[src/rtl/mac_sequencer.sv]
`default_nettype none
// ============================================================================
// Module   : mac_sequencer
// Brief    : Sequencer for a shared signed N x N MAC computing a TAPS-tap FIR
//            output from an internal delay line and an external registered
//            coefficient ROM. Optional output saturation: MAC_SATURATION_EN.
// Revision : 1.0 - initial release
// ============================================================================
module mac_sequencer #(
    parameter int N    = 24,
    parameter int FRAC = 10,
    parameter int TAPS = 5,
    parameter int AW   = 3
) (
    input  logic          clk,
    input  logic          rst_n,
    input  logic          start,
    input  logic [N-1:0]  sample_in,
    output logic [AW-1:0] coef_addr,
    input  logic [N-1:0]  coef_data,
    output logic          busy,
    output logic [N-1:0]  result,
    output logic          result_valid,
    input  logic          result_ready,
    output logic          overflow
);

    typedef enum logic [2:0] {
        S_IDLE  = 3'd0,
        S_FETCH = 3'd1,
        S_MAC   = 3'd2,
        S_SAT   = 3'd3,
        S_DONE  = 3'd4
    } state_t;

    localparam logic [AW-1:0] c_last_idx = AW'(TAPS - 1);

    state_t                  r_state;
    logic signed [N-1:0]     r_x [TAPS];
    logic signed [2*N-1:0]   r_acc;
    logic [AW-1:0]           r_idx;

    logic signed [2*N-1:0]   w_coef_ext;
    logic signed [2*N-1:0]   w_x_ext;
    logic signed [2*N-1:0]   w_prod;

    // Operands are sign-extended to the accumulator width so the product is the full signed 2N-bit value.
    assign w_coef_ext = {{N{coef_data[N-1]}}, coef_data};
    assign w_x_ext    = {{N{r_x[r_idx][N-1]}}, r_x[r_idx]};
    assign w_prod     = w_coef_ext * w_x_ext;

`ifdef MAC_SATURATION_EN
    logic signed [2*N-1:0]   w_scaled;
    logic [N:0]              w_hi;
    logic                    w_ovf;
    logic [N-1:0]            w_sat;

    // The scaled value fits in N bits only when every bit above the result sign bit matches it.
    assign w_scaled = r_acc >>> FRAC;
    assign w_hi     = w_scaled[2*N-1:N-1];
    assign w_ovf    = !((&w_hi) || (~|w_hi));
    assign w_sat    = !w_ovf     ? w_scaled[N-1:0] :
                      w_hi[N]    ? {1'b1, {(N-1){1'b0}}} :
                                   {1'b0, {(N-1){1'b1}}};
`endif

    always_ff @(posedge clk) begin
        if (!rst_n) begin
            r_state      <= S_IDLE;
            for (int k = 0; k < TAPS; k++) begin
                r_x[k] <= '0;
            end
            r_acc        <= '0;
            r_idx        <= '0;
            coef_addr    <= '0;
            busy         <= 1'b0;
            result       <= '0;
            result_valid <= 1'b0;
            overflow     <= 1'b0;
        end else begin
            case (r_state)
                S_IDLE: begin
                    if (start) begin
                        for (int k = TAPS - 1; k > 0; k--) begin
                            r_x[k] <= r_x[k-1];
                        end
                        r_x[0]    <= $signed(sample_in);
                        r_acc     <= '0;
                        coef_addr <= '0;
                        busy      <= 1'b1;
                        r_state   <= S_FETCH;
                    end
                end
                S_FETCH: begin
                    coef_addr <= AW'(1);
                    r_idx     <= '0;
                    r_state   <= S_MAC;
                end
                S_MAC: begin
                    // The ROM is one cycle behind, so the address runs two ahead of the tap in use.
                    r_acc     <= r_acc + w_prod;
                    coef_addr <= r_idx + AW'(2);
                    r_idx     <= r_idx + AW'(1);
                    if (r_idx == c_last_idx) begin
                        r_state <= S_SAT;
                    end
                end
                S_SAT: begin
`ifdef MAC_SATURATION_EN
                    result   <= w_sat;
                    overflow <= w_ovf;
`else
                    result   <= r_acc[FRAC +: N];
                    overflow <= 1'b0;
`endif
                    result_valid <= 1'b1;
                    r_state      <= S_DONE;
                end
                S_DONE: begin
                    if (result_ready) begin
                        result_valid <= 1'b0;
                        busy         <= 1'b0;
                        r_state      <= S_IDLE;
                    end
                end
                default: begin
                    r_state <= S_IDLE;
                end
            endcase
        end
    end

endmodule
`default_nettype wire

[config.mk]
export PLATFORM = sky130hd
export DESIGN_NAME = mac_sequencer
export DESIGN_NICKNAME = d
export VERILOG_FILES = /design/src/rtl/mac_sequencer.sv
export SDC_FILE = /design/constraint.sdc
export NUM_CORES = 2
export LEC_CHECK = 0
export CORE_MARGIN = 2
export CORE_UTILIZATION = 44
export CTS_CLUSTER_SIZE = 10
export DETAILED_ROUTE_END_ITERATION = 16
export GPL_TIMING_DRIVEN = 0
export REMOVE_ABC_BUFFERS = 1
export SYNTH_ARGS = -nofsm -noshare
export SYNTH_HDL_FRONTEND = slang
export SYNTH_SLANG_ARGS = --single-unit
[constraint.sdc]
create_clock -name clk -period 11.4 [get_ports clk]
set_input_delay 1.14 -clock clk [delete_from_list [all_inputs] [get_ports clk]]
set_output_delay 1.14 -clock clk [all_outputs]
set_load 0.02 [all_outputs]
==> results.env <==
SYNTH-ASYNC-RESET-RATIO_PCT=0
CORE_AREA_UM2=55300
CLOCK_TREE_FROM_TRITONCTS='done'
ROUTE.ANTENNA.REMAINING_NETS=0
PORT_BUF_INSERTS=80
VIA_COUNT=16500
TIMING_WORST_SLEW_PIN_VALUE_NS=1.35
NUM-NETS-FINAL=3130
FLOW.AREA_GROWTH_FROM_SYNTHESIS_PCT=8.73
CTS_SETUP_BUFFERS=0
SYNTHESIS.AREA_UM2=24700
DIE_OUTLINE_WIDTH_UM=241
CLOCK_TREE_ROOT_DRIVER_CELL='sky130_fd_sc_hd__clkbuf_16'
NETLIST.AREA_LEADER.SHARE_PCT=36.3
FMAX_GHz=0.116
MIN-DELAY-PATH-CLASS='flop to flop'
TOTAL_GLOBAL_ROUTE_TRACK_USAGE_PCT=20.7
SLEW_VIOLS_FINAL=0
GLOBALROUTE.TOTALOVERFLOW=0
POST_CTS_RESIZED=0
SEQUENTIAL_SHARE_OF_THE_SYNTHESIZED_AREA_PCT=20.4
YOSYS.CELL_TYPES.COUNT=59
CLOCK_LATENCY_NS=0.46
DOMINANTREGCELLSYNTH='sky130_fd_sc_hd__edfxtp_1'
LAYOUT.AREA.SEQ_UM2=5050
YS.WARNINGS.COUNT=0
GRT_SETUP_UNREPAIRED='false'
SYNTHESIS.AREA_PER_INSTANCE_UM2=9.84
VIAS_PER_CELL=5.07
GRT_ANTENNA_BEFORE_REPAIR=0
WORST-PATH-MAX-FANOUT=24
GRT_PASS1_VIAS=17900
AREA_OF_COMBINATIONAL_CELLS_WITH_MULTIPLE_INPUTS_UM2=17100
SYNTHDOMINANTAREACELLTYPE='sky130_fd_sc_hd__fa_1'
DRT_ITER0_MARKERS=882
CTS_INSERTED_BUFFERS=17
DP_HPWL_MM=44.1
CAP_VIOL_MAX_COUNT=0
NUMBER_OF_TOP_LEVEL_DESIGN_PORTS=82
START_KIND='input pin'
STATUS='completed'
PLACEMENTROWS=86
DIE_H_UM=241
ROUTED_WIRELENGTH_MM=55.9
ARRIVAL_NS=8.95
PLACE_CONGESTION=0.835
FINAL_CELLS=3260
CTSHTREEMAXLEVEL=4
WIRE_LENGTH_OF_THE_FIRST_GLOBAL_ROUTING_PASS_MM=93.8
FILLER_CELL_COUNT=5226
POST_ROUTE_CELLS_DRIVE_ABOVE_1_SHARE_PCT=4.22
INITIAL_CORE_UTIL_PCT=44.7
FINAL_CRITICAL_DELAY_INCLUDING_SETUP_AND_EXTERNAL_DELAYS_NS=8.62
CTS.HOLD.BUFFERS_ADDED=0
FINALHOLDVIOLCOUNT=0
CRIT_PATH_END_KIND='flop'
WORST_SLEW_MARGIN_RELATIVE_TO_ITS_LIMIT_PCT=7.56
SETUP-TNS-FINAL_NS=0
EDFF_COUNT_SYNTH=120
SYNTH.TOP_CELLS.BY_AREA='sky130_fd_sc_hd__fa_1, sky130_fd_sc_hd__edfxtp_1, sky130_fd_sc_hd__inv_1'
GRT_START_MAX_NET_PINS=115
CTS.CLK_SLEW.WORST_PATHS_NS=0.07
TIMING.CLOCK.SKEW_NS=0.0200
CLKSINKCOUNT=192
MAX-CLOCK-PATH-BUFFERS=2
AVERAGE_ROUTED_WIRE_PER_STANDARD_CELL_UM=17.1
DETAIL_ROUTE.DRC_VIOLATIONS=0
SETUP-VIOLATIONS-FINAL=0
FIRSTDRTPASSITERS=6
NETLIST_INSTANCES=2511
DESIGN.DIE.AREA_UM2=58100
SETUP.WORST_PATH.CLASS='input pin to flop'
NUMBER_OF_FLIP_FLOPS_AND_LATCHES_IN_THE_SYNTHESIZED_NETLIST=192
CRITPATHREQUIREDTIME_NS=11.72
POST-ROUTE-PERIOD-UTIL_PCT=75.6
PLACE.DETAILED.INSTANCES=3227
WORST_HOLD_SLACK_NS=0.462
routing by layer:
layer	GRT usage [%]	share of wire, %
met3	3.02	4.7
met5	0	0
met2	35.5	50
met1	28.1	44
met4	4.32	1.4
per-stage QoR:
step	setup slack [ns]	utilization, %	area (um2)
global placement	0.371	46.9	25900
CTS	2.38	48.6	26900
floorplan	3.06	-	24200
global route	2.42	48.6	26900
finish	2.78	48.6	26900
detailed placement	2.40	47.4	26200
critical path, stage by stage:
cell and delay, ns:
sky130_fd_sc_hd__clkdlybuf4s50_1 1.35, sky130_fd_sc_hd__nand2_1 0.22, sky130_fd_sc_hd__fa_1 0.61, sky130_fd_sc_hd__inv_1 0.05
sky130_fd_sc_hd__fa_1 0.49, sky130_fd_sc_hd__inv_1 0.05, sky130_fd_sc_hd__fa_1 0.52, sky130_fd_sc_hd__inv_1 0.05
sky130_fd_sc_hd__fa_1 0.52, sky130_fd_sc_hd__fa_1 0.44, sky130_fd_sc_hd__fa_1 0.49, sky130_fd_sc_hd__inv_1 0.05
sky130_fd_sc_hd__fa_1 0.49, sky130_fd_sc_hd__inv_1 0.05, sky130_fd_sc_hd__ha_1 0.37, sky130_fd_sc_hd__a21oi_1 0.24
sky130_fd_sc_hd__o221ai_1 0.18, sky130_fd_sc_hd__a21boi_0 0.29, sky130_fd_sc_hd__o21ai_0 0.20, sky130_fd_sc_hd__or3_1 0.32
sky130_fd_sc_hd__o21ai_0 0.33, sky130_fd_sc_hd__o21ai_0 0.21, sky130_fd_sc_hd__xnor2_1 0.17, sky130_fd_sc_hd__o21ai_1 0.07
flip-flops by register name, indices dropped and copies added (netlist names), named ones only:
name	cells
r_x	120
r_acc	34
result	24
coef_addr	3
r_idx	3
r_state	3
busy	1
result_valid	1
kinds of logic after synthesis:
| family | after synthesis | share of synthesized area, % |
|---|---|---|
| compound gates | 166 | 4.48 |
| fa+ha+maj | 580 | 43.0 |
| buf+inv | 683 | 10.5 |
| flops | 192 | 20.4 |
| xor+xnor | 63 | 2.32 |
| simple gates | 775 | 15.8 |
| mux | 51 | 3.47 |
| other cells | 1 | 0.0152 |
final cells by class:
type                            instances  share of cell area (%)
Multi-Input combinational cell       1636                    63.8
Sequential cell                       192                    18.8
Inverter                              560                    7.82
Timing Repair Buffer                   91                    3.83
Tap cell                              748                    3.48
Clock buffer                           20                    1.70
Clock inverter                         12                   0.592
Antenna cell                            1                 0.00932
Yosys cell counts (25+ instances only):
cell type and instances:
sky130_fd_sc_hd__ha_1 132, sky130_fd_sc_hd__fa_1 448, sky130_fd_sc_hd__clkbuf_1 113, sky130_fd_sc_hd__nand2_1 357
sky130_fd_sc_hd__dfxtp_1 72, sky130_fd_sc_hd__o21ai_0 25, sky130_fd_sc_hd__edfxtp_1 120, sky130_fd_sc_hd__xnor2_1 48
sky130_fd_sc_hd__a21boi_0 29, sky130_fd_sc_hd__a21oi_1 36, sky130_fd_sc_hd__and2_1 253, sky130_fd_sc_hd__nor2b_1 94
sky130_fd_sc_hd__inv_1 560
final timing paths:
path	cells after the start	start	slack, ns	endpoint
worst min-delay path	2	result[1]$_SDFFE_PN0P_	0.46	result[1]$_SDFFE_PN0P_
worst min register to register	2	result[1]$_SDFFE_PN0P_	0.46	result[1]$_SDFFE_PN0P_
worst max-delay path	24	coef_data[7]	2.78	r_acc[33]$_SDFFE_PN0P_
worst max register to register	24	flop	2.86	r_acc[33]$_SDFFE_PN0P_
placed cells by master, fill, tap and decap left out, drive strengths merged, types with 27 or more instances in the layout:
cell / count
ha: 132
nor2b: 94
dfxtp: 72
xnor2: 49
clkdlybuf4s50: 79
nand2: 358
o21ai: 27
and2: 254
a21oi: 36
a21boi: 29
fa: 448
edfxtp: 120
inv: 567
Power is left out: the tool's default activity adds up to more than one toggle a clock period on the data nets, which glitch-free logic cannot reach.
